File: config.mk
export PLATFORM = sky130hd
export DESIGN_NAME = controle_multiciclo
export DESIGN_NICKNAME = d
export VERILOG_FILES = /design/src/rtl/controle_multiciclo.sv
export SDC_FILE = /design/constraint.sdc
export NUM_CORES = 1
export LEC_CHECK = 0
export CORE_MARGIN = 1.5
export CORE_UTILIZATION = 36
export CTS_BUF_LIST = sky130_fd_sc_hd__clkbuf_16
export CTS_CLUSTER_SIZE = 10
export DETAILED_ROUTE_END_ITERATION = 12
export PLACE_DENSITY = 0.76
export SETUP_SLACK_MARGIN = 0.5
export SKIP_CTS_REPAIR_TIMING = 1
export SLEW_MARGIN = 20
export SYNTH_ARGS = -nofsm -noshare
export SYNTH_HDL_FRONTEND = slang
export SYNTH_SLANG_ARGS = --single-unit
File: constraint.sdc
create_clock -name clock -period 1.29 [get_ports clock]
set_clock_uncertainty 0.05 [all_clocks]
set_input_delay 0.129 -clock clock [delete_from_list [all_inputs] [get_ports clock]]
set_output_delay 0.129 -clock clock [all_outputs]
set_load 0.01 [all_outputs]
File: src/rtl/controle_multiciclo.sv
// Multi-cycle MIPS control FSM: sequences FETCH/DECODE/EXEC/MEM/WB with a memory-ready handshake.
// Define CONTROLE_EXC_EN to trap illegal opcodes into the EXC state instead of dropping them.
module controle_multiciclo #(
    parameter int OPCODE_W = 6,
    parameter int ALUOP_W  = 3,
    parameter int STATE_W  = 4
) (
    input  logic                clock,
    input  logic                reset,
    input  logic [OPCODE_W-1:0] opcode,
    input  logic                mem_ready,
    output logic                pc_write,
    output logic                pc_write_cond,
    output logic                branch_ne,
    output logic                i_or_d,
    output logic                mem_read,
    output logic                mem_write,
    output logic                ir_write,
    output logic                mem_to_reg,
    output logic [1:0]          reg_dst,
    output logic                reg_write,
    output logic                write_pc4,
    output logic [1:0]          alu_src_a,
    output logic [1:0]          alu_src_b,
    output logic [ALUOP_W-1:0]  alu_op,
    output logic [1:0]          pc_source,
    output logic [STATE_W-1:0]  state,
    output logic                exc
);

    typedef enum logic [STATE_W-1:0] {
        S_FETCH  = 4'd0,
        S_DECODE = 4'd1,
        S_MADDR  = 4'd2,
        S_MREAD  = 4'd3,
        S_MWB    = 4'd4,
        S_MWRITE = 4'd5,
        S_RTYPE  = 4'd6,
        S_RWB    = 4'd7,
        S_BRANCH = 4'd8,
        S_IEXEC  = 4'd9,
        S_IWB    = 4'd10,
        S_JUMP   = 4'd11,
        S_JAL    = 4'd12
`ifdef CONTROLE_EXC_EN
        , S_EXC  = 4'd13
`endif
    } state_t;

    localparam logic [OPCODE_W-1:0] OP_RTYPE = OPCODE_W'(6'b000000);
    localparam logic [OPCODE_W-1:0] OP_J     = OPCODE_W'(6'b000010);
    localparam logic [OPCODE_W-1:0] OP_JAL   = OPCODE_W'(6'b000011);
    localparam logic [OPCODE_W-1:0] OP_BEQ   = OPCODE_W'(6'b000100);
    localparam logic [OPCODE_W-1:0] OP_BNE   = OPCODE_W'(6'b000101);
    localparam logic [OPCODE_W-1:0] OP_ADDI  = OPCODE_W'(6'b001000);
    localparam logic [OPCODE_W-1:0] OP_SLTI  = OPCODE_W'(6'b001010);
    localparam logic [OPCODE_W-1:0] OP_SLTIU = OPCODE_W'(6'b001011);
    localparam logic [OPCODE_W-1:0] OP_ANDI  = OPCODE_W'(6'b001100);
    localparam logic [OPCODE_W-1:0] OP_ORI   = OPCODE_W'(6'b001101);
    localparam logic [OPCODE_W-1:0] OP_XORI  = OPCODE_W'(6'b001110);
    localparam logic [OPCODE_W-1:0] OP_LUI   = OPCODE_W'(6'b001111);
    localparam logic [OPCODE_W-1:0] OP_LW    = OPCODE_W'(6'b100011);
    localparam logic [OPCODE_W-1:0] OP_SW    = OPCODE_W'(6'b101011);

    localparam logic [ALUOP_W-1:0] ALU_ADD   = ALUOP_W'(0);
    localparam logic [ALUOP_W-1:0] ALU_SUB   = ALUOP_W'(1);
    localparam logic [ALUOP_W-1:0] ALU_FUNCT = ALUOP_W'(2);
    localparam logic [ALUOP_W-1:0] ALU_AND   = ALUOP_W'(3);
    localparam logic [ALUOP_W-1:0] ALU_OR    = ALUOP_W'(4);
    localparam logic [ALUOP_W-1:0] ALU_XOR   = ALUOP_W'(5);
    localparam logic [ALUOP_W-1:0] ALU_SLT   = ALUOP_W'(6);
    localparam logic [ALUOP_W-1:0] ALU_SLTU  = ALUOP_W'(7);

    state_t state_q, state_d, state_n;

    // NOTE: sequential state uses non-blocking assignment so every flop samples pre-edge values.
    always_ff @(posedge clock) begin
        state_q <= state_d;
    end

    assign state = state_q;

    // NOTE: every output gets a default before the case, so no path can infer a latch.
    always_comb begin
        state_n       = S_FETCH;
        pc_write      = 1'b0;
        pc_write_cond = 1'b0;
        branch_ne     = 1'b0;
        i_or_d        = 1'b0;
        mem_read      = 1'b0;
        mem_write     = 1'b0;
        ir_write      = 1'b0;
        mem_to_reg    = 1'b0;
        reg_dst       = 2'd0;
        reg_write     = 1'b0;
        write_pc4     = 1'b0;
        alu_src_a     = 2'd0;
        alu_src_b     = 2'd0;
        alu_op        = ALU_ADD;
        pc_source     = 2'd0;
        exc           = 1'b0;

        case (state_q)
            S_FETCH: begin
                mem_read  = 1'b1;
                alu_src_b = 2'd1;
                ir_write  = mem_ready;
                pc_write  = mem_ready;
                state_n   = mem_ready ? S_DECODE : S_FETCH;
            end
            S_DECODE: begin
                alu_src_b = 2'd3;
                case (opcode)
                    OP_RTYPE:                 state_n = S_RTYPE;
                    OP_LW, OP_SW:             state_n = S_MADDR;
                    OP_BEQ, OP_BNE:           state_n = S_BRANCH;
                    OP_ADDI, OP_ANDI, OP_ORI, OP_XORI,
                    OP_SLTI, OP_SLTIU, OP_LUI: state_n = S_IEXEC;
                    OP_J:                     state_n = S_JUMP;
                    OP_JAL:                   state_n = S_JAL;
                    default: begin
`ifdef CONTROLE_EXC_EN
                        state_n = S_EXC;
`endif
                    end
                endcase
            end
            S_MADDR: begin
                alu_src_a = 2'd1;
                alu_src_b = 2'd2;
                state_n   = (opcode == OP_SW) ? S_MWRITE : S_MREAD;
            end
            S_MREAD: begin
                mem_read = 1'b1;
                i_or_d   = 1'b1;
                state_n  = mem_ready ? S_MWB : S_MREAD;
            end
            S_MWB: begin
                reg_write  = 1'b1;
                mem_to_reg = 1'b1;
            end
            S_MWRITE: begin
                mem_write = 1'b1;
                i_or_d    = 1'b1;
                state_n   = mem_ready ? S_FETCH : S_MWRITE;
            end
            S_RTYPE: begin
                alu_src_a = 2'd1;
                alu_op    = ALU_FUNCT;
                state_n   = S_RWB;
            end
            S_RWB: begin
                reg_write = 1'b1;
                reg_dst   = 2'd1;
            end
            S_BRANCH: begin
                alu_src_a     = 2'd1;
                alu_op        = ALU_SUB;
                pc_write_cond = 1'b1;
                pc_source     = 2'd1;
                branch_ne     = opcode[0];
            end
            S_IEXEC: begin
                alu_src_a = (opcode == OP_LUI) ? 2'd2 : 2'd1;
                alu_src_b = (opcode == OP_LUI) ? 2'd3 : 2'd2;
                case (opcode)
                    OP_ANDI:  alu_op = ALU_AND;
                    OP_ORI:   alu_op = ALU_OR;
                    OP_XORI:  alu_op = ALU_XOR;
                    OP_SLTI:  alu_op = ALU_SLT;
                    OP_SLTIU: alu_op = ALU_SLTU;
                    default:  alu_op = ALU_ADD;
                endcase
                state_n = S_IWB;
            end
            S_IWB: begin
                reg_write = 1'b1;
            end
            S_JUMP: begin
                pc_write  = 1'b1;
                pc_source = 2'd2;
            end
            S_JAL: begin
                pc_write  = 1'b1;
                pc_source = 2'd2;
                reg_write = 1'b1;
                reg_dst   = 2'd2;
                write_pc4 = 1'b1;
            end
`ifdef CONTROLE_EXC_EN
            S_EXC: begin
                exc       = 1'b1;
                pc_write  = 1'b1;
                pc_source = 2'd3;
            end
`endif
            default: ;
        endcase

        // A reset cycle abandons the instruction: no architectural write may escape.
        if (reset) begin
            pc_write      = 1'b0;
            pc_write_cond = 1'b0;
            mem_write     = 1'b0;
            ir_write      = 1'b0;
            reg_write     = 1'b0;
            exc           = 1'b0;
        end

        state_d = reset ? S_FETCH : state_n;
    end

endmodule

==> results.md, run 1 <==
* Most frequent cells after synthesis: nor2_1, nand2_1, a21oi_1
* Most common cell in the netlist: nor2_1
* Ys async rst share at 0%
* H-tree levels at 1
* Synth top area cells: dfxtp_1, nor2_1, buf_4
* FF+latch count, synth at 4
* Io pins at 35
* Ys flop type: dfxtp_1
* Die Y at 47.32 um
* Last stage: 5_1_grt
* Yosys synthesis warning count at 0
* Largest net degree at the start of global routing at 14
* Placer Congestion at 0.8886
* Die width at 47.32 um
* Status: did not finish
* Sink Count at 4
* IO Port Bufs at 33
* Clock root buffer: clkbuf_16
* WEP type: top-level output
* Share of the synthesized area in the top cell type at 11.33%
* Synth Area per Inst at 6.863 um2
* CTS buffer count at 3
* Stop err: [ERROR DPL-0033] detailed placement checks failed during check placement.
* Post-synth EDFFs at 0
* Post-Syn Nets at 112
* Initial antenna violation count at 1
* Post-Syn Instances at 103
* Post-synthesis sequential area ratio at 11.33%
* Num rows at 15
* Worst endpoint, post-GRT repair: alu_src_b[0]
* Clk buf depth at 2
* DPL Wire Length at 1.988 mm
* Initial Utilization at 39.65%
* Largest area contributor in the netlist: dfxtp_1
* Unique masters post-synth at 43
* Synthesized cell area at 706.9 um2
==> kinds of logic after synthesis <==
logic type | share of synthesized area [%]
DFF | 11.33
other | 0.5305
buffers and inverters | 13.63
xor gates and xnor gates | 3.717
muxes | 3.009
and+or+nand+nor | 42.12
AOI/OAI and AO/OA | 25.66
==> through the flow <==
step	setup slack (ns)	cells	area (um2)	TNS, ns
floorplan	0.03796	103	864.6	0
global placement	-0.6628	182	1370	-9.653
detailed placement	-0.7693	182	1370	-10.38
CTS	-0.7730	185	1445	-14.42
==> run 2: changes to the inputs <==
==> config.mk (replaced) <==
export PLATFORM = sky130hd
export DESIGN_NAME = controle_multiciclo
export DESIGN_NICKNAME = d
export VERILOG_FILES = /design/src/rtl/controle_multiciclo.sv
export SDC_FILE = /design/constraint.sdc
export NUM_CORES = 1
export LEC_CHECK = 0
export CORE_AREA = 2 2 63 65
export DETAILED_ROUTE_END_ITERATION = 12
export DIE_AREA = 0 0 65 67
export PLACE_DENSITY_LB_ADDON = 0.15
export SKIP_CTS_REPAIR_TIMING = 1
export SLEW_MARGIN = 20
export SYNTH_ARGS = -nofsm -noshare
export SYNTH_HDL_FRONTEND = slang
export SYNTH_SLANG_ARGS = --single-unit
==> constraint.sdc (replaced) <==
create_clock -name clock -period 1.7 [get_ports clock]
set_clock_uncertainty 0.05 [all_clocks]
set_input_delay 0.17 -clock clock [delete_from_list [all_inputs] [get_ports clock]]
set_output_delay 0.17 -clock clock [all_outputs]
set_load 0.01 [all_outputs]
==> run 2 against run 1 <==
  * Synthesized cell count did not move
  * Synthesized area did not move
  * The flow now finishes, with violations (setup timing)
==> results.md, run 2 <==
* Status: finished, violations left
* Failing checks: setup timing
* CP max FO at 11
* Most frequent cells after synthesis: nor2_1, nand2_1, a21oi_1
* GRT Total Usage at 11.73%
* Nature of the critical path endpoint: primary output
* DPL Wire Length at 2.010 mm
* Placer Congestion at 0.7858
* Final Hold Fails at 0
* CP max stage cell: clkdlybuf4s50_1
* Min Tclk post-route at 1.926 ns
* Num rows at 22
* CP arrival at 1.71 ns
* Switching portion of total power at 28.32%
* Sink Count at 4
* Clock edge transition at the registers on the reported setup and hold paths at 0.03 ns
* Yosys synthesis warning count at 0
* Die Y at 67 um
* Reg power frac at 21.8%
* IO Port Bufs at 33
* # diodes at 0
* DRC viols at 0
* Most common cell after layout, fill and taps aside: buf_4
* Post-Syn Nets at 112
* CTS buffer count at 3
* Final setup margin at -0.2261 ns
* DR WL/cell at 12.06 um
* Routed WL at 2.497 mm
* Comb pwr share at 36.3%
* Clock power frac at 42.0%
* Io pins at 35
* Leak pwr at 0.7113 nW
* R2R depth at 6
* Worst EP required at 1.48 ns
* Final Net Count at 170
* Core Util, Final at 37.02%
* Placed inst area at 1241 um2
* Ys flop type: dfxtp_1
* Synth top area cells: dfxtp_1, nor2_1, buf_4
* Final ANT Viol Nets at 0
* First-pass GRT wire length at 4.015 mm
* Part of the cycle the worst path needs at 113.3%
* Post-synthesis sequential area ratio at 11.33%
* Post-Syn Instances at 103
* Vias in the first global route at 878
* Unique masters post-synth at 43
* CP peak stage delay at 0.52 ns
* Initial Utilization at 19.60%
* CTS tree: yes
* Remaining Overflow, GRT at 0
* Max FFs per register at 4
* Number of vias per cell at 4.488
* Synthesized cell area at 706.9 um2
* Max-slew violation count at 0
* Initial antenna violation count at 0
* Crit path kind: flip-flop to primary output
* Post-synth EDFFs at 0
* Commonest non-fill, non-tap cells in the layout: buf_4, clkdlybuf4s50_1, nor2_1, dlymetal6s2s_1, nand2_1
* Ys async rst share at 0%
* Final std cells w/o fill at 207
* Largest net degree at the start of global routing at 12
* Setup_tns at -1.297 ns
* Share of the synthesized area in the top cell type at 11.33%
* Clk buf depth at 2
* Layout cells sized above 1 at 32.08%
* Worst VDD drop at 0.0002238 V
* Pwr/cell area at 360.6 nW/um2
* Core area at 3606 um2
* Final setup violation count at 8
* Max Cap Viol at 0
* Net switching power of the design at 0.0001363 W
* Largest area contributor in the netlist: dfxtp_1
* RSZ-0062 raised after global routing: true
* Die width at 65 um
* Synth Area per Inst at 6.863 um2
* Most common cell in the netlist: nor2_1
* Power Internal at 0.0003450 W
* Hold Path Stages at 4
* Hold Path Class: primary input to flip-flop
* Vias at 929
* Iter 0 DRT Violations at 30
* FF+latch count, synth at 4
* Clock root buffer: clkbuf_8
* Die ar. at 4355 um2
* Fmax achieved at 519.2 MHz
* Final Cell Area at 1335 um2
* Clock Latency Late Sink at 0.22 ns
* CP Launch Type: flip-flop
* Synth-to-Final Area Change at 88.85%
* Placed Cells at 204
* Critical Path, Cell by Cell: nor2b_1 -> nand2_1 -> a21boi_2 -> a21o_1 -> clkdlybuf4s50_1
* H-tree levels at 1
* DRT Pass-1 Iters at 4
* DP Worst Slack at -0.3964 ns
-- run 2: cell counts after synthesis --
Identical to the previous run, type by type.
-- run 2: stage by stage --
step	hold slack [ns]	total power [W]
after global placement	0.5604	0.0002796
after CTS	0.5873	0.0004864
after detailed placement	0.5731	0.0002797
after floorplan	0.1987	0.0001867
final	0.4570	0.0004814
after global routing	0.4729	0.0005129
-- run 2: logic make-up after synthesis --
family	count (synthesis)	share of synthesized area [%]
simple gates	53	42.12
flops	4	11.33
compound gates	26	25.66
mux	2	3.009
other cells	1	0.5305
buf+inv	14	13.63
xor+xnor	3	3.717
-- run 2: worst paths after layout --
check	endpoint	slack, ns	startpoint
setup / recovery	pc_write	-0.23	state[0]$_SDFF_PP0_
hold / removal	state[3]$_SDFF_PP0_	0.46	opcode[4]
setup reg to reg	state[1]$_SDFF_PP0_	0.26	state[3]$_SDFF_PP0_
hold reg to reg	state[3]$_SDFF_PP0_	0.51	state[2]$_SDFF_PP0_
-- run 2: critical path, delay by kind of cell, from the launching register on --
| family | cells | cell delay [ns] |
|---|---|---|
| AOI/OAI and AO/OA | 2 | 0.28 |
| buffers and inverters | 1 | 0.52 |
| DFF | 1 | 0.41 |
| and+or+nand+nor | 2 | 0.27 |
-- run 2: area by class of cell --
| cell class | instances | area (um2) |
|---|---|---|
| well taps | 48 | 60.06 |
| multi-input cells | 85 | 558.0 |
| fillers | 397 | 2271 |
| inverters | 4 | 15.01 |
| clock buffers | 3 | 41.29 |
| flip-flops and latches | 4 | 86.33 |
| repair buffers | 63 | 574.3 |
-- run 2: power by group through the flow --
| stage | sequential, W | combinational (W) | clock [W] |
|---|---|---|---|
| finish | 0.000105 | 0.000175 | 0.000202 |
| global route | 0.000106 | 0.000190 | 0.000217 |
| detailed placement | 0.000106 | 0.000173 | 0 |
| CTS | 0.000105 | 0.000174 | 0.000207 |
| global placement | 0.000107 | 0.000173 | 0 |
| floorplan | 0.000102 | 0.0000843 | 0 |
-- run 2: per-layer routing --
metal	up-vias	wire (um)	track usage, %	share of wire (%)
met5	-	0	0	0
met4	0	0	3.989	0
li1	474	-	-	-
met2	28	1211	20.23	48
met1	427	1202	15.15	48
met3	0	83	1.182	3.3
Note: power is estimated with default switching activity, not from simulation.
==> RTL change 1: new RTL, settings of run 2 <==
The option `CONTROLE_EXC_EN` is turned on by a define.
--- a/src/rtl/controle_multiciclo.sv
+++ b/src/rtl/controle_multiciclo.sv
@@ -1,5 +1,7 @@
 // Multi-cycle MIPS control FSM: sequences FETCH/DECODE/EXEC/MEM/WB with a memory-ready handshake.
 // Define CONTROLE_EXC_EN to trap illegal opcodes into the EXC state instead of dropping them.
+`define CONTROLE_EXC_EN
+
 module controle_multiciclo #(
     parameter int OPCODE_W = 6,
     parameter int ALUOP_W  = 3,
Function: changed (Yosys sat finds a counterexample within 4 cycles, from zero or initial values and one cycle with reset high).
==> RTL change 1 against run 2 <==
Register-to-register slack got worse by 80 ps. Final area is 9.5% higher. Wire length rose by 15%. Setup slack improved by 260 ps. Utilization grew 3.5 points. Synthesized area is 7.8% higher. Sequential cell count unchanged. Critical path type unchanged. Largest cell class is now multi-input gates. Highest routed layer is now met4.
Power is not compared: it rests on default switching activity, and its combinational part moved more than twofold at a synthesized area within 25%.
==> RTL change 1: results <==
group,metric,value,unit
synth,syn_nets,121,
finish,fin_cells,220,
outcome,outcome,"finished clean",
finish,drive_gt1_frac,0.3779,
place,port_buffers,34,
drt,drt-initial-drc-count,51,
sta,whs,428.6,ps
global_route,grt_pass1_wl,4464,µm
global_route,grt_max_degree,11,
hold_path,worstHoldEndpoint,"state[0]",
drt,met2_length,1472,µm
drt,routed.top_layer,"met4",
sta,timing.fmax,0.5988,GHz
finish,buffer_area_frac,0.4281,
drt,met1Wirelength,1261,µm
synth,avgSynthCellArea,7.055,µm²
worst_setup_path,rrSetupSlack,180,ps
place,dpl_cell_area,0.001348,mm²
synth,synth.top_cells.by_area,"dfxtp_1 (11%), a21oi_1 (9.2%), ha_1 (6.6%)",
global_route,met2_usage,0.2332,
finish,seqCellArea,80.08,µm²
finish,inverters_excl_clock,7,
worst_setup_path,r2r_end,"state[2]",
place,dp_hpwl,2322,µm
drt,routed_wl,2861,µm
worst_setup_path,crit_end,"alu_src_b[0]",
finish,final-clk-cell-share,0.02825,
finish,multi_input_area,628.1,µm²
finish,seq_share,0.05479,
worst_setup_path,path_max_fanout,4,
synth,ys_top_cells_by_count,"a21oi_1 (14), nor2_1 (12), o21ai_0 (8)",
worst_setup_path,rr_startpoint,"state[2]",
finish,nNetsFinal,187,
place,dp_slack,-570.7,ps
worst_setup_path,crit_arrival,1450,ps
finish,multi_input_cells,89,
global_route,first_global_vias,1002,
finish,nFillCells,384,
-- RTL change 1: changes by cell type after synthesis, moves of 3 or more --
| cell | before | now |
|---|---|---|
| a21oi_1 | 7 | 14 |
| o21ai_0 | 3 | 8 |
| and3_1 | 4 | 0 |
| buf_4 | 5 | 1 |
| ha_1 | 0 | 4 |
| or2b_1 | 0 | 4 |
| inv_1 | 4 | 7 |
| nand2_1 | 10 | 7 |
| nand2b_1 | 5 | 2 |
| nor2b_1 | 3 | 0 |
| nor3_1 | 4 | 7 |
-- RTL change 1: critical path: stages, from the launching register on --
cell and delay [ps]:
dfxtp_1 310, nand2b_2 190, or3_4 430, o22ai_2 160, buf_2 150
-- RTL change 1: kinds of logic after synthesis --
family,count (synthesis),synth area share
adder cells (fa/ha/maj),4,0.06568
buffers and inverters,15,0.1264
multiplexers,2,0.02791
flip-flops,4,0.1051
XOR/XNOR,2,0.02299
AND/OR/NAND/NOR,44,0.3383
AO/OA/AOI/OAI,37,0.3136
==> RTL change 2: new RTL, settings of run 2 <==
Made on the original files. The parameter `ALUOP_W` goes from 3 to 6.
--- a/src/rtl/controle_multiciclo.sv
+++ b/src/rtl/controle_multiciclo.sv
@@ -2,7 +2,7 @@
 // Define CONTROLE_EXC_EN to trap illegal opcodes into the EXC state instead of dropping them.
 module controle_multiciclo #(
     parameter int OPCODE_W = 6,
-    parameter int ALUOP_W  = 3,
+    parameter int ALUOP_W  = 6,
     parameter int STATE_W  = 4
 ) (
     input  logic                clock,
Interface: changed (resized alu_op); port bits go from 35 to 38. No check against the original RTL was run, so the function may have changed too.
==> RTL change 2 against run 2 <==
Wire length fell by 0.36%. Synthesized cell count rose by 2.9%. Sequential cell count stayed put. Critical endpoint is now reg_write. Fmax increased by 21%. Non-clock buffer count grew 6. Global-route usage fell by 0.46 points. Final area up 7.9%. Largest cell class unchanged. Power is 1.9% higher. Setup slack improved by 330 ps. Synthesized area grew 3.2%.
==> RTL change 2: results <==
group,metric,value,unit
place,dp_hpwl,1998,µm
synth,synth_compound_area_frac,0.2487,
hold_path,holdCritPathClass,"flop to flop",
worst_setup_path,crit_slowest_cell,"dfxtp_4",
drt,drt-pass1-iter-count,4,
finish,nFillCells,394,
clock_network,htreeDepth,1,
synth,synth_xor_xnor_area_share,0.03602,
synth,yosysSeqAreaShare,0.1098,
drt,drt-initial-drc-count,27,
power_and_ir_drop,seq_power_share,0.208,
drt,vias,957,
global_route,grt_usage,0.1127,
outcome,outcome,"finished clean",
place,gp_congestion,0.7527,
power_and_ir_drop,comb_power_share,0.390,
drt,routed_wl,2488,µm
finish,drive_gt1_frac,0.3631,
worst_setup_path,startpoint,"state[0]",
power_and_ir_drop,leakagePower,0.8994,nW
power_and_ir_drop,internal-power,0.0003509,W
synth,yosys_warnings,0,
global_route,antenna_found_initial,0,
worst_setup_path,r2r_end,"state[0]",
synth,synth_flop_cell,"dfxtp_1",
place,port_buffers,33,
clock_network,clock_latency,220,ps
worst_setup_path,rrSetupSlack,250,ps
clock_network,ctsLongestPathBuffers,2,
worst_setup_path,cpPeakStageDelay,400,ps
synth,synthMuxAreaShare,0.02916,
hold_path,hp-start,"state[2]",
synth,ys_top_cells_by_count,"nor2_1 (12), nand2_1 (10), buf_4 (8)",
clock_network,cts-buffers-inserted,3,
power_and_ir_drop,peakVddDrop,0.1187,mV
clock_network,clk_pin_slew,30,ps
clock_network,root_buffer,"clkbuf_8",
hold_path,hold_depth,1,
synth,async_reset_ff_frac,0,
worst_setup_path,path_max_fanout,8,
worst_setup_path,reg2regPathDepth,6,
finish,n_antenna_cell,0,
worst_setup_path,crit_arrival,1370,ps
place,dpl_cell_area,0.001282,mm²
global_route,first_global_vias,895,
finish,nNetsFinal,179,
synth,synth.top_cells.by_area,"dfxtp_1 (11%), buf_4 (8.2%), nor2_1 (6.2%)",
global_route,grt_max_degree,12,
global_route,grt_pass1_wl,3836,µm
## RTL change 2: area by class of cell
type	count	area (µm²)	share of cell area
inverter	4	15.01	0.01043
clock buffer	3	41.29	0.02867
sequential	4	91.34	0.06342
tap	48	60.06	0.04170
timing repair buffer	69	639.4	0.4440
multi-input combinational	88	593.1	0.4118
## RTL change 2: worst max path at each step
| stage | endpoint | cells past startpoint |
|---|---|---|
| 2_1_floorplan | pc_write | 5 |
| 3_3_place_gp | alu_src_b[0] | 5 |
| 3_5_place_dp | alu_src_b[0] | 5 |
| 4_1_cts | alu_src_b[0] | 4 |
| 5_1_grt | alu_src_b[0] | 5 |
| 6_report | reg_write | 6 |
## RTL change 2: per-stage QoR
step | instances | setup WS, ps | hold slack (ps) | power [W] | utilization
after floorplan | 109 | 254.4 | 198.7 | 0.0001947 | -
after global placement | 211 | -391.7 | 574.8 | 0.0002865 | 0.3557
after detailed placement | 211 | -443.9 | 574.4 | 0.0002876 | 0.3557
after CTS | 214 | -483.6 | 579.1 | 0.0004882 | 0.3671
after global routing | 216 | 1.925 | 502.1 | 0.0005218 | 0.3994
final | 216 | 107.1 | 481.4 | 0.0004904 | 0.3994
## RTL change 2: metal layers
metal	part of all wire	wire (µm)	track usage
met5	0	0	0
met4	0.0096	24	0.04521
met3	0.070	174	0.02365
met2	0.51	1259	0.1985
met1	0.41	1029	0.1324
## RTL change 2: logic make-up after synthesis
group,count (synthesis)
multiplexers,2
flip-flops,4
buffers and inverters,17
AO/OA/AOI/OAI,26
XOR/XNOR,3
AND/OR/NAND/NOR,53
other,1
## RTL change 2: critical path: cells and delay by family (launching register included)
kind	cells	cell delay [ps]
AOI/OAI and AO/OA	1	130
and+or+nand+nor	1	70
buffers and inverters	3	390
DFF	1	400
muxes	1	170
